## src/rtl/rand_index_arbiter.sv

```systemverilog
// rand_index_arbiter
//
// Purpose: two requesters share one pseudo-random index generator. A
// round-robin arbiter picks one requester and samples its exclusive upper
// bound. The FSM then draws candidates from a free-running 16-bit Fibonacci
// LFSR by rejection sampling until one falls below the bound. If 16
// consecutive candidates are rejected, it returns index 0 and raises
// fallback. A zero bound short-circuits to index 0 with err_limit.
//
// Ports:
//   clock      in   rising-edge clock
//   reset      in   asynchronous active-low reset
//   seed_load  in   load seed into the LFSR on this edge (0 -> SEED_RST)
//   seed       in   16-bit seed value
//   limit      in   exclusive upper bound, sampled at grant
//   req        in   per-requester draw request
//   ack        out  one-hot grant-complete pulse (one cycle, in DONE)
//   index      out  drawn index, valid with ack and held afterwards
//   busy       out  high while in DRAW or DONE
//   fallback   out  pulses with ack when the rejection budget ran out
//   err_limit  out  pulses with ack when the sampled limit was zero
//
// Handshake: a requester raises req and holds it until it sees its ack bit.
// ack is a single-cycle pulse that completes the transaction. Dropping req
// early does not cancel a draw in flight; ack still pulses once. A requester
// still holding req after ack is treated as a new request.

module rand_index_arbiter #(
  parameter int          IDX_W    = 12,
  parameter logic [15:0] SEED_RST = 16'hACE1
) (
  input  logic             clock,
  input  logic             reset,
  input  logic             seed_load,
  input  logic [15:0]      seed,
  input  logic [IDX_W-1:0] limit,
  input  logic [1:0]       req,
  output logic [1:0]       ack,
  output logic [IDX_W-1:0] index,
  output logic             busy,
  output logic             fallback,
  output logic             err_limit
);

  localparam logic [1:0] ST_IDLE = 2'd0;
  localparam logic [1:0] ST_DRAW = 2'd1;
  localparam logic [1:0] ST_DONE = 2'd2;

  logic [1:0]       state_q,   state_d;
  logic [15:0]      lfsr_q,    lfsr_d;
  logic             ptr_q,     ptr_d;
  logic             grant_q,   grant_d;
  logic [IDX_W-1:0] limit_q,   limit_d;
  logic [3:0]       attempt_q, attempt_d;
  logic [IDX_W-1:0] index_q,   index_d;
  logic             fb_q,      fb_d;
  logic             err_q,     err_d;

  logic [IDX_W-1:0] candidate;

  // The LFSR runs every edge regardless of FSM state. A seed of zero would
  // lock the register at zero, so it is replaced by SEED_RST.
  always_comb begin
    if (seed_load) begin
      lfsr_d = (seed == 16'h0000) ? SEED_RST : seed;
    end else begin
      lfsr_d = {lfsr_q[14:0], lfsr_q[15] ^ lfsr_q[13] ^ lfsr_q[12] ^ lfsr_q[10]};
    end
  end

  // The candidate comes from the pre-edge LFSR value, so a seed load in the
  // same cycle only affects the next comparison.
  assign candidate = lfsr_q[IDX_W-1:0];

  always_comb begin
    state_d   = state_q;
    ptr_d     = ptr_q;
    grant_d   = grant_q;
    limit_d   = limit_q;
    attempt_d = attempt_q;
    index_d   = index_q;
    fb_d      = fb_q;
    err_d     = err_q;
    case (state_q)
      ST_IDLE: begin
        if (req != 2'b00) begin
          // Both active: the pointer decides. One active: it wins.
          grant_d   = (req == 2'b11) ? ptr_q : req[1];
          limit_d   = limit;
          attempt_d = 4'd0;
          if (limit == '0) begin
            index_d = '0;
            fb_d    = 1'b0;
            err_d   = 1'b1;
            state_d = ST_DONE;
          end else begin
            state_d = ST_DRAW;
          end
        end
      end
      ST_DRAW: begin
        if (candidate < limit_q) begin
          index_d = candidate;
          fb_d    = 1'b0;
          err_d   = 1'b0;
          state_d = ST_DONE;
        end else if (attempt_q == 4'd15) begin
          // This is the 16th rejection in a row: give up with index 0.
          index_d = '0;
          fb_d    = 1'b1;
          err_d   = 1'b0;
          state_d = ST_DONE;
        end else begin
          attempt_d = attempt_q + 4'd1;
        end
      end
      ST_DONE: begin
        // Hand priority to the requester that was not just served.
        ptr_d   = ~grant_q;
        state_d = ST_IDLE;
      end
      default: begin
        state_d = ST_IDLE;
      end
    endcase
  end

  always_ff @(posedge clock or negedge reset) begin
    if (!reset) begin
      state_q   <= ST_IDLE;
      lfsr_q    <= SEED_RST;
      ptr_q     <= 1'b0;
      grant_q   <= 1'b0;
      limit_q   <= '0;
      attempt_q <= 4'd0;
      index_q   <= '0;
      fb_q      <= 1'b0;
      err_q     <= 1'b0;
    end else begin
      state_q   <= state_d;
      lfsr_q    <= lfsr_d;
      ptr_q     <= ptr_d;
      grant_q   <= grant_d;
      limit_q   <= limit_d;
      attempt_q <= attempt_d;
      index_q   <= index_d;
      fb_q      <= fb_d;
      err_q     <= err_d;
    end
  end

  // The pulse outputs are decoded from the state, so they are low outside DONE.
  assign busy      = (state_q != ST_IDLE);
  assign ack       = (state_q == ST_DONE) ? (grant_q ? 2'b10 : 2'b01) : 2'b00;
  assign fallback  = (state_q == ST_DONE) && fb_q;
  assign err_limit = (state_q == ST_DONE) && err_q;
  assign index     = index_q;

endmodule

```

## config.mk

```make
export PLATFORM = sky130hd
export DESIGN_NAME = rand_index_arbiter
export DESIGN_NICKNAME = d
export VERILOG_FILES = /design/src/rtl/rand_index_arbiter.sv
export SDC_FILE = /design/constraint.sdc
export NUM_CORES = 1
export LEC_CHECK = 0
export BUFFER_PORTS_ARGS = -buffer_cell sky130_fd_sc_hd__buf_2
export CAP_MARGIN = 20
export CORE_UTILIZATION = 40
export DETAILED_ROUTE_END_ITERATION = 8
export SYNTH_ARGS = -nofsm -noshare
export SYNTH_HDL_FRONTEND = slang
export SYNTH_SLANG_ARGS = --single-unit
```

## constraint.sdc

```tcl
create_clock -name clock -period 3.1 [get_ports clock]
set_input_delay 0.155 -clock clock [delete_from_list [all_inputs] [get_ports clock]]
set_output_delay 0.155 -clock clock [all_outputs]
set_load 0.005 [all_outputs]
```

# Word-level counts from Yosys, hierarchy flattened
# Index checks and enable logic that the tools add are counted.
# word_totals
reg_bits,50
latchBits,0
mem_bits_rw,0
mem_bits_ro,0
output_inout_bits,17
mem_count,0
# classes
n_addsub,1
multipliers,0
div,0
magnitude_cmp,1
n_eq_ne,9
shift,0
muxes,29
n_bitwise,4
reduce_logical,12
# ops
operator,n
$mux W12,4
$mux W16,2
$pmux W12 S2,1
$logic_not A16 Y1,1
$logic_not A12 Y1,1
$lt A12 B12 Y1,1
$mux W2,6
$mux W4,3
$mux W1,9
$ne A2 B2 Y1 const B,4
$pmux W4 S2,1
$reduce_and A4 Y1,2
$reduce_bool A2 Y1,3
$add A4 B1 Y4 const B,1
$eq A2 B2 Y1 const B,2
$eq A4 B4 Y1 const B,1
$pmux W1 S2,2
$pmux W2 S2,1
$reduce_and A2 Y1,2
$ne A3 B3 Y1 const B,1
$xor A1 B1 Y1,3
$eq A2 B1 Y1 const B,1
$logic_and A1 B1 Y1,2
$logic_not A2 Y1,1
$not A1 Y1,1

# Logic depth before layout (Yosys ltp)
# depth
depth_word,4
ltp_mapped,10
mapped_depth_nobuf,8

# Worst setup path before layout
# Ideal clock, no wire load.
# synth_path
kind,reg-to-reg
from,reg lfsr_q[5]
to,"reg index_q[3], in the netlist index[3]"
arrival_time_ps,2032
required_ps,2979
slack_ps,947
path_stages_with_launch,9
synth_period_minus_slack_ps,2153
path_cell_list,dfstp_2 > ha_1 > a21oi_1 > o21ai_1 > a221oi_2 > nand2_2 > a211o_1 > buf_6 > a22o_1
# synth_via
elab_chain_len,3
elab_cells_between_ends,5
cone_classes,1 x order compare; 1 x eq/ne; 2 x mux; 1 x reduce/logical
# synth_lines
element,line_no,text
from (decl),50,"logic [15:0] lfsr_q, lfsr_d;"
from (signal assigned),141,lfsr_q <= lfsr_d;
$lt A12 B12 Y1 *,102,if (candidate < limit_q) begin
$ne A3 B3 Y1 (no line) or $mux W12 (tied branches),n/a,
$reduce_and A4 Y1 (no line) or $pmux W12 S2 (tied branches),n/a,
to (signal assigned),146,index_q <= index_d;
to (decl),55,"logic [IDX_W-1:0] index_q, index_d;"
# Every way passes the cells marked *; elsewhere a longest branch is shown, timed or not.
# A chain may end at the register's enable or synchronous reset.

# Final worst setup path
# layout_path
from,reg lfsr_q[7]
to,"reg index_q[9], in the netlist index[9]"
# The elaborated chain is that of the path after synthesis.

==> results.md <==
* Non-filler cells, final at 336
* Worst path required time at 3.30 ns
* Via-per-instance ratio at 5.08
* Final slew viol count at 0
* RSZ-0062 raised after global routing: no
* Clock Path Buffers at 2
* Ant diodes at 0
* Final Skew at 0.0109 ns
* Starting DRT DRC Count at 52
* CP arrival at 2.62 ns
* Yosys reg bits at 50
* Routed wire length at 4880 um
* Antenna Nets Post-Route at 0
* Tot Pwr at 2.26 mW
* Ports at 50
* Grt ovf at 0
* Min Tclk post-route at 2.42 ns
* DRT Pass-1 Iters at 4
* DR DRC count at 0
* Row cnt at 27
* Net Count, Synth at 257
* Share of cells above drive strength 1 at 30.3%
* Gpl congestion at 0.804
* Area growth from synthesis to layout at 17.3%
* Leakage power at 1.34 nW
* Worst-path fanout max at 13
* CTS-repair resized insts at 0
* Pwr/cell area at 830 nW/um2
* Number of max-cap violations at 0
* Mean Syn Cell Area at 10.9 um2
* Busiest grt layer: met2
* Clock Root Buffer: clkbuf_8
* CTS Buf Count at 5
* Startpoint types: flip-flop
* Register area share after synthesis at 54.4%
* Fillers at 542
* WS Path Type: flip-flop to flip-flop
* Clk pin slew, worst setup/hold paths at 0.10 ns
* Drt wl/cell at 14.5 um
* CTS Hold Buffers Added at 1
* Total GRT Usage at 17.7%
* Final setup TNS at 0 ns
* Most common cell in the netlist: dfrtp_1
* Synth cell count leaders: dfrtp_1 (42), nand2_1 (24), o21ai_0 (16)
* Setup violations, final at 0
* CTS tree: done
* Ys async rst share at 100%
* Synth Flop Type: dfrtp_1
* Period utilization at 78.0%
* Cells after synthesis at 212
* Global Route met2 Usage at 29.0%
* Clock latency on the worst-skew pair at 0.31 ns
* Largest net degree at the start of global routing at 42
* FMAX at 414 MHz
* Final #Nets at 308
* EDFF count, synth at 0
* Global-route wire length before repair at 8160 um
* Yosys cell types at 36
* CTS H-tree depth at 2
* Max-slew headroom at 38.3%
* Final hold viol count at 0
* Post-CTS Setup Bufs at 0
* Hold slack at 0.0243 ns
* Worst-margin pin slew at 0.926 ns
* Worst VDD drop at 336 uV
* Hpwl dp at 3570 um
* Mapped cell area at 2320 um2
* Status: finished, final reports clean
* Top-area cell type share of the netlist area at 45.3%
* Placed insts at 327
* I/O Buffers at 49
* Initial antenna violation count at 0
* Routed via count at 1706
* Met3 Track Usage GR at 5.23%
* Worst min-delay path class: primary input to flip-flop
* Initial Util at 41.9%
* CORE AREA at 5540 um2
* DIE AREA at 6110 um2
* Met1 Usage GRT at 23.0%
* Synth warnings at 0
* Die Wd at 78.2 um
* Util after Layout at 49.1%
* Vias in the first global route at 1700
* Crit path capture type: flip-flop
* Synth top area cells: dfrtp_1 (45%), dfstp_2 (9.1%), ha_1 (6.5%)
* Synth area leader: dfrtp_1
* Clk sinks at 50
* Die Y at 78.2 um
[where the power goes]
group	switching [mW]	internal [mW]
logic	0.489	0.381
registers	0.125	0.878
clock network	0.225	0.159
[per-stage QoR]
| stage | cell area, um2 | setup slack, ns |
|---|---|---|
| floorplan | 2320 | 0.947 |
| global route | 2720 | 0.485 |
| detailed placement | 2620 | 0.710 |
| global placement | 2620 | 0.771 |
| finish | 2720 | 0.682 |
| CTS | 2720 | 0.675 |
[critical path: stages, from the launching register on]
cell	delay, ns
dfstp_2	0.57
ha_1	0.25
a21oi_1	0.13
o21ai_1	0.09
a221oi_2	0.35
nand2_2	0.15
a211o_1	0.51
a22o_1	0.26
[routing by layer]
| layer | vias to the layer above | wire length, um | share of wire [%] |
|---|---|---|---|
| met3 | 6 | 193 | 4.0 |
| li1 | 861 | - | - |
| met1 | 810 | 2340 | 48 |
| met2 | 29 | 2310 | 47 |
| met4 | 0 | 42 | 0.86 |
| met5 | - | 0 | 0 |
[worst paths after layout]
kind	start	to	slack (ns)	cells after the start
setup reg to reg	lfsr_q[7]	index[9]	0.68	7
max in group asynchronous	reset	limit_q[1]	1.89	3
min in group asynchronous	reset	grant_q	0.52	2
hold reg to reg	lfsr_q[14]	lfsr_q[15]	0.48	1
setup / recovery	lfsr_q[7]	index[9]	0.68	7
hold / removal	req[0]	grant_q	0.02	2
[registers in the layout, indices dropped and copies added, names as in the netlist]
| signal | flops |
|---|---|
| attempt_q | 4 |
| err_q | 1 |
| fb_q | 1 |
| grant_q | 1 |
| index | 12 |
| lfsr_q | 16 |
| limit_q | 12 |
| ptr_q | 1 |
| state_q | 2 |
[cell usage in the layout (no fill, tap or decap), types with 3 or more instances in the layout]
cell      synthesis  final
clkbuf_8          0      5
a21oi_1          11     11
o22a_1            8      8
o21ai_0          16     16
nor4_1            7      7
and3_1            3      3
nand3_1           3      3
a22o_1           12     12
nand2_1          24     24
inv_1            14     14
and2_1            4      4
nor2_1            8      8
dfrtp_1          42     42
buf_2             1     49
ha_1             12     12
mux2_2            8      8
dfstp_2           8      8
[final cells by class]
class                   count  area [um2]  area share (%)
inverters                  14        52.6            1.93
flip-flops and latches     50        1260            46.4
well taps                  72        90.1            3.31
multi-input cells         140         956            35.1
repair buffers             52         270            9.94
clock buffers               5        68.8            2.53
clock inverters             3        21.3           0.782
[kinds of logic after synthesis]
family | Yosys count | synth area share [%]
xor+xnor | 3 | 1.13
flops | 50 | 54.4
fa+ha+maj | 12 | 6.47
simple gates | 60 | 12.7
buf+inv | 22 | 4.42
compound gates | 57 | 17.0
mux | 8 | 3.88
Note: power is estimated with default switching activity, not from simulation.
